==> src/rtl/spi_slave_pkg.sv <==
// Shared constants and helpers for the SPI slave core: mode encodings,
// supported word width range and the edge classification type.
package spi_slave_pkg;

    // Mode encodings as {cpol, cpha}
    localparam logic [1:0] MODE0 = 2'b00;
    localparam logic [1:0] MODE1 = 2'b01;
    localparam logic [1:0] MODE2 = 2'b10;
    localparam logic [1:0] MODE3 = 2'b11;

    localparam int MIN_WORD_W = 4;
    localparam int MAX_WORD_W = 32;

    // What a detected SCK transition means for the shifters
    typedef enum logic [1:0] {
        EDGE_NONE,
        EDGE_SAMPLE,
        EDGE_SHIFT
    } spi_edge_e;

    // Modes 0 and 3 capture MOSI on the rising SCK edge, modes 1 and 2 on the falling one
    function automatic logic sample_on_rise(input logic cpol, input logic cpha);
        logic [1:0] mode;
        mode = {cpol, cpha};
        return (mode == MODE0) || (mode == MODE3);
    endfunction

endpackage

==> src/rtl/spi_slave_core_sync_edge.sv <==
// Multi-stage synchroniser for an asynchronous pin followed by a rise/fall
// detector built from the last two synchronised samples.
module spi_sync_edge #(
    parameter int STAGES = 2
) (
    input  logic clk,
    input  logic rst_n,
    input  logic din,
    output logic level,
    output logic rise,
    output logic fall
);

    logic [STAGES-1:0] sync_q;
    logic              prev_q;

    // Shift the pin through the synchroniser and keep one older sample for edge detection
    always_ff @(posedge clk or negedge rst_n) begin
        if (!rst_n) begin
            sync_q <= '0;
            prev_q <= 1'b0;
        end else begin
            sync_q <= {sync_q[STAGES-2:0], din};
            prev_q <= sync_q[STAGES-1];
        end
    end

    assign level = sync_q[STAGES-1];
    assign rise  = level & ~prev_q;
    assign fall  = ~level & prev_q;

endmodule

==> src/rtl/spi_slave_core.sv <==
// SPI slave transceiver with oversampled pins, any CPOL/CPHA, any word width,
// a single-entry transmit holding register and frame start/end strobes.
// Optional build macro: SPI_SLAVE_CORE_LSB_FIRST_EN selects LSB-first shifting
// in both directions; without it both directions are MSB first.
module spi_slave_core
    import spi_slave_pkg::*;
#(
    parameter int                WORD_W        = 8,
    parameter bit                CPOL          = 1'b0,
    parameter bit                CPHA          = 1'b0,
    parameter int                SYNC_STAGES   = 2,
    parameter logic [WORD_W-1:0] UNDERRUN_WORD = '0
) (
    input  logic              clk,
    input  logic              rst_n,
    input  logic              sck,
    input  logic              mosi,
    input  logic              ss_n,
    output logic              miso,
    output logic              miso_oe,
    output logic [WORD_W-1:0] rx_data,
    output logic              rx_valid,
    input  logic [WORD_W-1:0] tx_data,
    input  logic              tx_valid,
    output logic              tx_ready,
    output logic              tx_underrun,
    output logic              frame_start,
    output logic              frame_end
);

    localparam int          CNT_W       = $clog2(WORD_W);
    localparam logic [CNT_W-1:0] LAST_BIT = CNT_W'(WORD_W - 1);
    localparam logic [1:0]  MODE        = {CPOL, CPHA};
    localparam bit          SAMPLE_RISE = sample_on_rise(CPOL, CPHA);
    localparam bit          SHIFT_RISE  = (MODE == MODE1) || (MODE == MODE2);

    if (WORD_W < MIN_WORD_W || WORD_W > MAX_WORD_W) begin : g_bad_word_w
        $error("spi_slave_core: WORD_W must be within 4..32");
    end
    if (SYNC_STAGES < 2 || SYNC_STAGES > 3) begin : g_bad_sync
        $error("spi_slave_core: SYNC_STAGES must be 2 or 3");
    end

    logic sck_level_unused;
    logic sck_rise;
    logic sck_fall;
    logic sel_level;
    logic sel_rise;
    logic sel_fall;
    logic [SYNC_STAGES-1:0] mosi_q;
    logic                   mosi_s;

    spi_edge_e         edge_kind;
    logic [CNT_W-1:0]  bit_cnt;
    logic [WORD_W-1:0] rx_shreg;
    logic [WORD_W-1:0] rx_next;
    logic [WORD_W-1:0] tx_shreg;
    logic [WORD_W-1:0] tx_shifted;
    logic [WORD_W-1:0] hold_data;
    logic              hold_full;
    logic              load_evt;

    spi_sync_edge #(.STAGES(SYNC_STAGES)) u_sck_sync (
        .clk   (clk),
        .rst_n (rst_n),
        .din   (sck),
        .level (sck_level_unused),
        .rise  (sck_rise),
        .fall  (sck_fall)
    );

    // Select is synchronised in its active-high form so a reset synchroniser reads as "not selected"
    spi_sync_edge #(.STAGES(SYNC_STAGES)) u_ss_sync (
        .clk   (clk),
        .rst_n (rst_n),
        .din   (~ss_n),
        .level (sel_level),
        .rise  (sel_rise),
        .fall  (sel_fall)
    );

    // MOSI goes through a plain synchroniser of equal depth so it lines up with the SCK samples
    always_ff @(posedge clk or negedge rst_n) begin
        if (!rst_n) begin
            mosi_q <= '0;
        end else begin
            mosi_q <= {mosi_q[SYNC_STAGES-2:0], mosi};
        end
    end

    assign mosi_s = mosi_q[SYNC_STAGES-1];

    // Classify each SCK transition seen while selected as a sample or a shift edge
    always_comb begin
        edge_kind = EDGE_NONE;
        if (sel_level) begin
            if (SAMPLE_RISE ? sck_rise : sck_fall) begin
                edge_kind = EDGE_SAMPLE;
            end else if (SHIFT_RISE ? sck_rise : sck_fall) begin
                edge_kind = EDGE_SHIFT;
            end
        end
    end

`ifdef SPI_SLAVE_CORE_LSB_FIRST_EN
    assign rx_next    = {mosi_s, rx_shreg[WORD_W-1:1]};
    assign tx_shifted = {1'b0, tx_shreg[WORD_W-1:1]};
    assign miso       = tx_shreg[0];
`else
    assign rx_next    = {rx_shreg[WORD_W-2:0], mosi_s};
    assign tx_shifted = {tx_shreg[WORD_W-2:0], 1'b0};
    assign miso       = tx_shreg[WORD_W-1];
`endif

    assign load_evt = (sel_rise && !CPHA) || (edge_kind == EDGE_SHIFT && bit_cnt == '0);
    assign tx_ready = ~hold_full;

    // Frame strobes and pad enable follow the synchronised select
    always_ff @(posedge clk or negedge rst_n) begin
        if (!rst_n) begin
            frame_start <= 1'b0;
            frame_end   <= 1'b0;
            miso_oe     <= 1'b0;
        end else begin
            frame_start <= sel_rise;
            frame_end   <= sel_fall;
            miso_oe     <= sel_level;
        end
    end

    // Receive path: count sample edges, collect bits and publish each complete word
    always_ff @(posedge clk or negedge rst_n) begin
        if (!rst_n) begin
            bit_cnt  <= '0;
            rx_shreg <= '0;
            rx_data  <= '0;
            rx_valid <= 1'b0;
        end else begin
            rx_valid <= 1'b0;
            if (sel_rise || sel_fall) begin
                bit_cnt <= '0;
            end else if (edge_kind == EDGE_SAMPLE) begin
                rx_shreg <= rx_next;
                if (bit_cnt == LAST_BIT) begin
                    bit_cnt  <= '0;
                    rx_data  <= rx_next;
                    rx_valid <= 1'b1;
                end else begin
                    bit_cnt <= bit_cnt + 1'b1;
                end
            end
        end
    end

    // Transmit path: load from the holding register (or underrun) at word boundaries, shift otherwise;
    // a write landing on a load cycle is stored after the load has taken the old content
    always_ff @(posedge clk or negedge rst_n) begin
        if (!rst_n) begin
            tx_shreg    <= '0;
            hold_data   <= '0;
            hold_full   <= 1'b0;
            tx_underrun <= 1'b0;
        end else begin
            tx_underrun <= 1'b0;
            if (load_evt) begin
                tx_shreg    <= hold_full ? hold_data : UNDERRUN_WORD;
                tx_underrun <= ~hold_full;
                hold_full   <= 1'b0;
            end else if (edge_kind == EDGE_SHIFT) begin
                tx_shreg <= tx_shifted;
            end
            if (tx_valid && !hold_full) begin
                hold_data <= tx_data;
                hold_full <= 1'b1;
            end
        end
    end

endmodule

==> config.mk <==
export PLATFORM = sky130hd
export DESIGN_NAME = spi_slave_core
export DESIGN_NICKNAME = d
export VERILOG_FILES = /design/src/rtl/spi_slave_pkg.sv /design/src/rtl/spi_slave_core_sync_edge.sv /design/src/rtl/spi_slave_core.sv
export SDC_FILE = /design/constraint.sdc
export NUM_CORES = 1
export LEC_CHECK = 0
export ABC_CLOCK_PERIOD_IN_PS = 2200
export CAP_MARGIN = 20
export CORE_MARGIN = 2
export CORE_UTILIZATION = 50
export CTS_CLUSTER_DIAMETER = 50
export CTS_CLUSTER_SIZE = 14
export DETAILED_ROUTE_END_ITERATION = 6
export PLACE_DENSITY = 0.85
export SLEW_MARGIN = 20
export SYNTH_ARGS = -nofsm -noshare
export SYNTH_HDL_FRONTEND = slang
export SYNTH_SLANG_ARGS = --single-unit
export TNS_END_PERCENT = 5
==> constraint.sdc <==
create_clock -name clk -period 2.2 [get_ports clk]
set_input_delay 0.22 -clock clk [delete_from_list [all_inputs] [get_ports clk]]
set_output_delay 0.22 -clock clk [all_outputs]
set_load 0.01 [all_outputs]
; After elaboration in Yosys (flattened, before gate mapping)
; Cells that the tools add are included.
; Widths: inputs -> output; s select.
[totals]
register_bits = 47
in_bits = 14
[classes]
n_addsub = 1
eq_ne = 3
muxes = 15
bitwise = 11
reduce_logical = 11
[ops]
columns = operator, count
row1 = $mux 8, 3
row2 = $mux 3, 3
row3 = $not 1->1, 7
row4 = $mux 1, 6
row5 = $mux 2, 3
row6 = $reduce_bool 2->1, 3
row7 = $and 1x1->1, 4
row8 = $add 3x1->3 const B, 1
row9 = $eq 3x3->1 const B, 1
row10 = $logic_not 3->1, 1
row11 = $reduce_and 3->1, 1
row12 = $eq 2x1->1 const B, 1
row13 = $eq 2x2->1 const B, 1
row14 = $logic_and 1x1->1, 2
row15 = $logic_or 1x1->1, 2
row16 = $reduce_and 2->1, 1
row17 = $logic_not 1->1, 1

; Depth between registers and ports, before layout
[logic_depth]
ltp_word = 10
ltp_mapped = 6

; Hierarchy
; From an unflattened synthesis, not the netlist that was laid out.
[hier_totals]
cells_unflattened = 140
hier_area_um2 = 2001.9
[modules_own_cells]
columns = module, n_inst, cells_each, area_per_inst_um2, seq_area_each_um2
row1 = spi_slave_core, 1, 130, 1821.7, 1051.0
row2 = spi_sync_edge, 2, 5, 90.1, 75.1

; Least setup slack after synthesis
; No wires, ideal clock.
[synth_path]
path_kind = reg2reg
startpoint = register u_ss_sync.sync_q[1]
endpoint = register rx_data[0]
setup_time_ns = 0.125
arrival_time_ns = 1.624
required_ns = 2.075
setup_slack_ns = 0.451
stages_incl_launch_ff = 6
path_cell_list = dfrtp_1 ha_1 nand4b_4 or2_1 buf_6 mux2_4
[synth_between]
elab_chain_cells = 5
word_cells_on_any_way = 8
[synth_rtl]
columns = element, line_no
row1 = from (decl), spi_slave_core_sync_edge.sv:14  ; logic [STAGES-1:0] sync_q;
row2 = from (signal assigned), spi_slave_core_sync_edge.sv:23  ; sync_q <= {sync_q[STAGES-2:0], din};
row3 = $not 1->1, spi_slave_core_sync_edge.sv:30  ; assign fall = ~level & prev_q;
row4 = $and 1x1->1, spi_slave_core_sync_edge.sv:30
row5 = $logic_or 1x1->1, spi_slave_core.sv:140  ; if (sel_rise || sel_fall) begin
row6 = $not 1->1 (no source line), n/a
row7 = $reduce_and 3->1 (no source line) (*), n/a
row8 = to (signal assigned), spi_slave_core.sv:146  ; rx_data <= rx_next;
row9 = to (decl), spi_slave_core.sv:21  ; output logic [WORD_W-1:0] rx_data,
; Every way passes the cells marked *; elsewhere a longest branch is shown, timed or not.
; A chain may end at the register's enable or synchronous reset.

; Final worst setup path
[layout_path]
startpoint = register u_ss_sync.sync_q[1]
endpoint = register rx_data[1]
; The elaborated chain is that of the path after synthesis.

==> results.yml <==
worst_setup_path:
  worstSetupStartpointType: "flop"
  cp.required_ns: 2.38
  cp_max_fo: 9
  worstPathArrival_ns: 2.16
  crit_type: "flop to flop"
  cp-end-kind: "flop"
floorplanning:
  core-area_um2: 3720
  die_w_um: 66.6
  initial_core_util_pct: 52.7
  die_h_um: 66.6
  ios: 29
  rows: 22
  dieArea_um2: 4430
final_layout:
  drive_above_1_share_pct: 24.0
  nets: 189
  stdcell_count: 219
  fin_util_pct: 64.1
  fillers: 286
  area_growth_pct: 21.8
  antenna_cells: 0
power_and_ir_drop:
  p_seq_share_pct: 53.8
  peakVddDrop_uv: 642
  leakagePower_uw: 0.00109
  power_switching_uw: 494
  power_frac_comb_pct: 15.5
  switching_share_pct: 23.9
  internal_power_uw: 1570
  power_density_nw_per_um2: 867
  p_clk_share_pct: 30.8
routing:
  drt_wl_total_um: 3180
  viasPerCell: 5.32
  via_count: 1165
  wl_per_cell_um: 14.5
  dr.pass1.iters: 4
  drt-initial-drc-count: 20
  ant_nets: 0
  drc: 0
synth:
  synth.net_count: 159
  yosys.area.top_type: "dfrtp_1"
  synth_seq_area_share_pct: 60.1
  synth.top_cell.area_share_pct: 60.1
  synth.area.top_cells: "dfrtp_1 60%, mux2_2 8.6%, mux2_4 6.1%"
  synth.avg_cell_area_um2: 14.0
  synth-edff-count: 0
  synth_most_common_cell: "dfrtp_1"
  syn-cell-area_um2: 1960
  synthCells: 140
  ys_types: 24
  async_flop_share_pct: 100
  synth_commonest_cells: "47 x dfrtp_1, 15 x mux2_2, 9 x inv_1, 8 x mux2_4, 8 x o211ai_1"
  ys.flop_type: "dfrtp_1"
  ys_warn_count: 0
  synth_seq_cells: 47
run_status:
  outcome: "complete, no violations"
flow_run:
  maxCapViolations: 0
clock_network:
  htree_num_levels: 2
  clk_path_buf_depth: 2
  clock_sinks: 47
  root_buffer: "clkbuf_8"
  clk_latency_ns: 0.29
  cts_tree: "yes"
  cts_inserted_buffers: 5
  cts.reportedPaths.clkPinSlew_ns: 0.08
  cts_resized: 0
sta:
  fin_ws_ns: 0.219
  worst-slew-pin-transition_ns: 0.752
  setup_tns_ns: 0
  maxSlewViolCount: 0
  relSlewSlack_pct: 49.9
  period_needed_ns: 1.98
  rsz0062_at_grt: "no"
  setup_violations: 0
  hold_violations: 0
  fmax_mhz: 505
  clock_skew_ns: 0.00768
  period_share_pct: 90.0
  hold_slack_ns: 0.355
placed_design:
  dp_cells: 210
  dp_slack_ns: 0.215
  place_congestion: 0.707
  dp_hpwl_um: 2250
  port-buffer-count: 28
global_route:
  grt_pass1_vias: 1189
  grt_antenna_before_repair: 0
  grt_start_max_net_pins: 48
  grt_overflow: 0
  grt_first_pass_wirelength_um: 5370
  track_usage_pct: 16.5
min_path:
  min_path_type: "flop to flop"
==> placed cells by master, fill, tap and decap left out <==
cell type | synthesis | final
ha_1 | 5 | 5
or3_1 | 2 | 2
nand2_1 | 2 | 2
a21o_1 | 1 | 1
nor2_1 | 1 | 1
and3b_1 | 1 | 1
dlygate4sd3_1 | 0 | 1
clkbuf_8 | 0 | 6
inv_1 | 9 | 9
a31oi_1 | 7 | 7
nand4b_4 | 1 | 1
bufinv_16 | 0 | 1
or2_1 | 2 | 2
a21oi_1 | 1 | 1
mux2i_1 | 2 | 2
buf_4 | 0 | 3
mux2_4 | 8 | 8
mux2_2 | 15 | 15
nand3b_1 | 2 | 2
or3b_2 | 6 | 6
a21boi_0 | 2 | 2
nor3_1 | 7 | 7
dfrtp_1 | 47 | 47
clkinv_2 | 0 | 1
o211ai_1 | 8 | 8
clkdlybuf4s50_1 | 0 | 27
nor2b_1 | 3 | 3
==> kinds of logic (layout without fill, tap and decap cells) <==
kind of cell	after synthesis	in the layout	share of synthesized area, %
AND/OR/NAND/NOR	27	27	9.72
multiplexers	25	25	15.8
adder cells (fa/ha/maj)	5	5	3.20
AO/OA/AOI/OAI	19	19	6.71
buffers and inverters	17	48	4.47
flip-flops	47	47	60.1
==> worst max-delay path: stages, from the launching register on <==
cell and delay, ns:
dfrtp_1 0.45, ha_1 0.39, nand4b_4 0.20, or2_1 0.46
mux2_4 0.37
==> flip-flops by register name, indices dropped and copies added, names as in the netlist <==
register / flops
rx_valid: 1
rx_data: 8
bit_cnt: 3
frame_end: 1
u_sck_sync.prev_q: 1
u_ss_sync.prev_q: 1
mosi_q: 2
u_ss_sync.sync_q: 2
tx_shreg: 8
rx_shreg: 7
hold_data: 8
tx_underrun: 1
u_sck_sync.sync_q: 2
hold_full: 1
frame_start: 1
==> what timing repair did <==
item                      CTS  global route
hold endpoints to repair    0            47
setup buffers               0             0
hold buffers                0             1
==> final timing paths <==
kind                                         to  cells after the start                 start  slack (ns)
max                                  rx_data[1]                      4   u_ss_sync.sync_q[1]        0.22
min                        u_sck_sync.sync_q[1]                      0  u_sck_sync.sync_q[0]        0.36
max reg2reg                          rx_data[1]                      4   u_ss_sync.sync_q[1]        0.22
min reg2reg                u_sck_sync.sync_q[1]                      0  u_sck_sync.sync_q[0]        0.36
max in group asynchronous           rx_shreg[0]                      2                 rst_n        1.35
min in group asynchronous          hold_data[0]                      2                 rst_n        0.47
==> power by group through the flow <==
stage	clock, uW	combinational, uW	sequential [uW]
floorplan	0	228	1090
global placement	0	303	1120
detailed placement	0	321	1130
CTS	646	321	1110
global route	680	354	1130
finish	636	319	1110
==> stage by stage <==
step	total power, uW	area, um^2
2_1_floorplan	1320	1960
3_3_place_gp	1420	2250
3_5_place_dp	1450	2250
4_1_cts	2080	2370
5_1_grt	2170	2380
6_report	2070	2380
==> cell type report <==
class | instances | area, um^2 | area share [%]
Sequential cell | 47 | 1180 | 49.3
Multi-Input combinational cell | 76 | 693 | 29.1
Timing Repair Buffer | 31 | 303 | 12.7
Clock buffer | 6 | 82.6 | 3.46
Tap cell | 48 | 60.1 | 2.52
Clock inverter | 2 | 35.0 | 1.47
Inverter | 9 | 33.8 | 1.42
==> metal layers <==
layer / vias to the layer above / global-route usage (%) / routed length [um]
met5: - / 0 / 0
met4: 0 / 9.69 / 94
li1: 554 / - / -
met2: 26 / 26.5 / 1540
met1: 576 / 20.2 / 1420
met3: 9 / 4.05 / 130
Power figures use the tool's default switching activity.
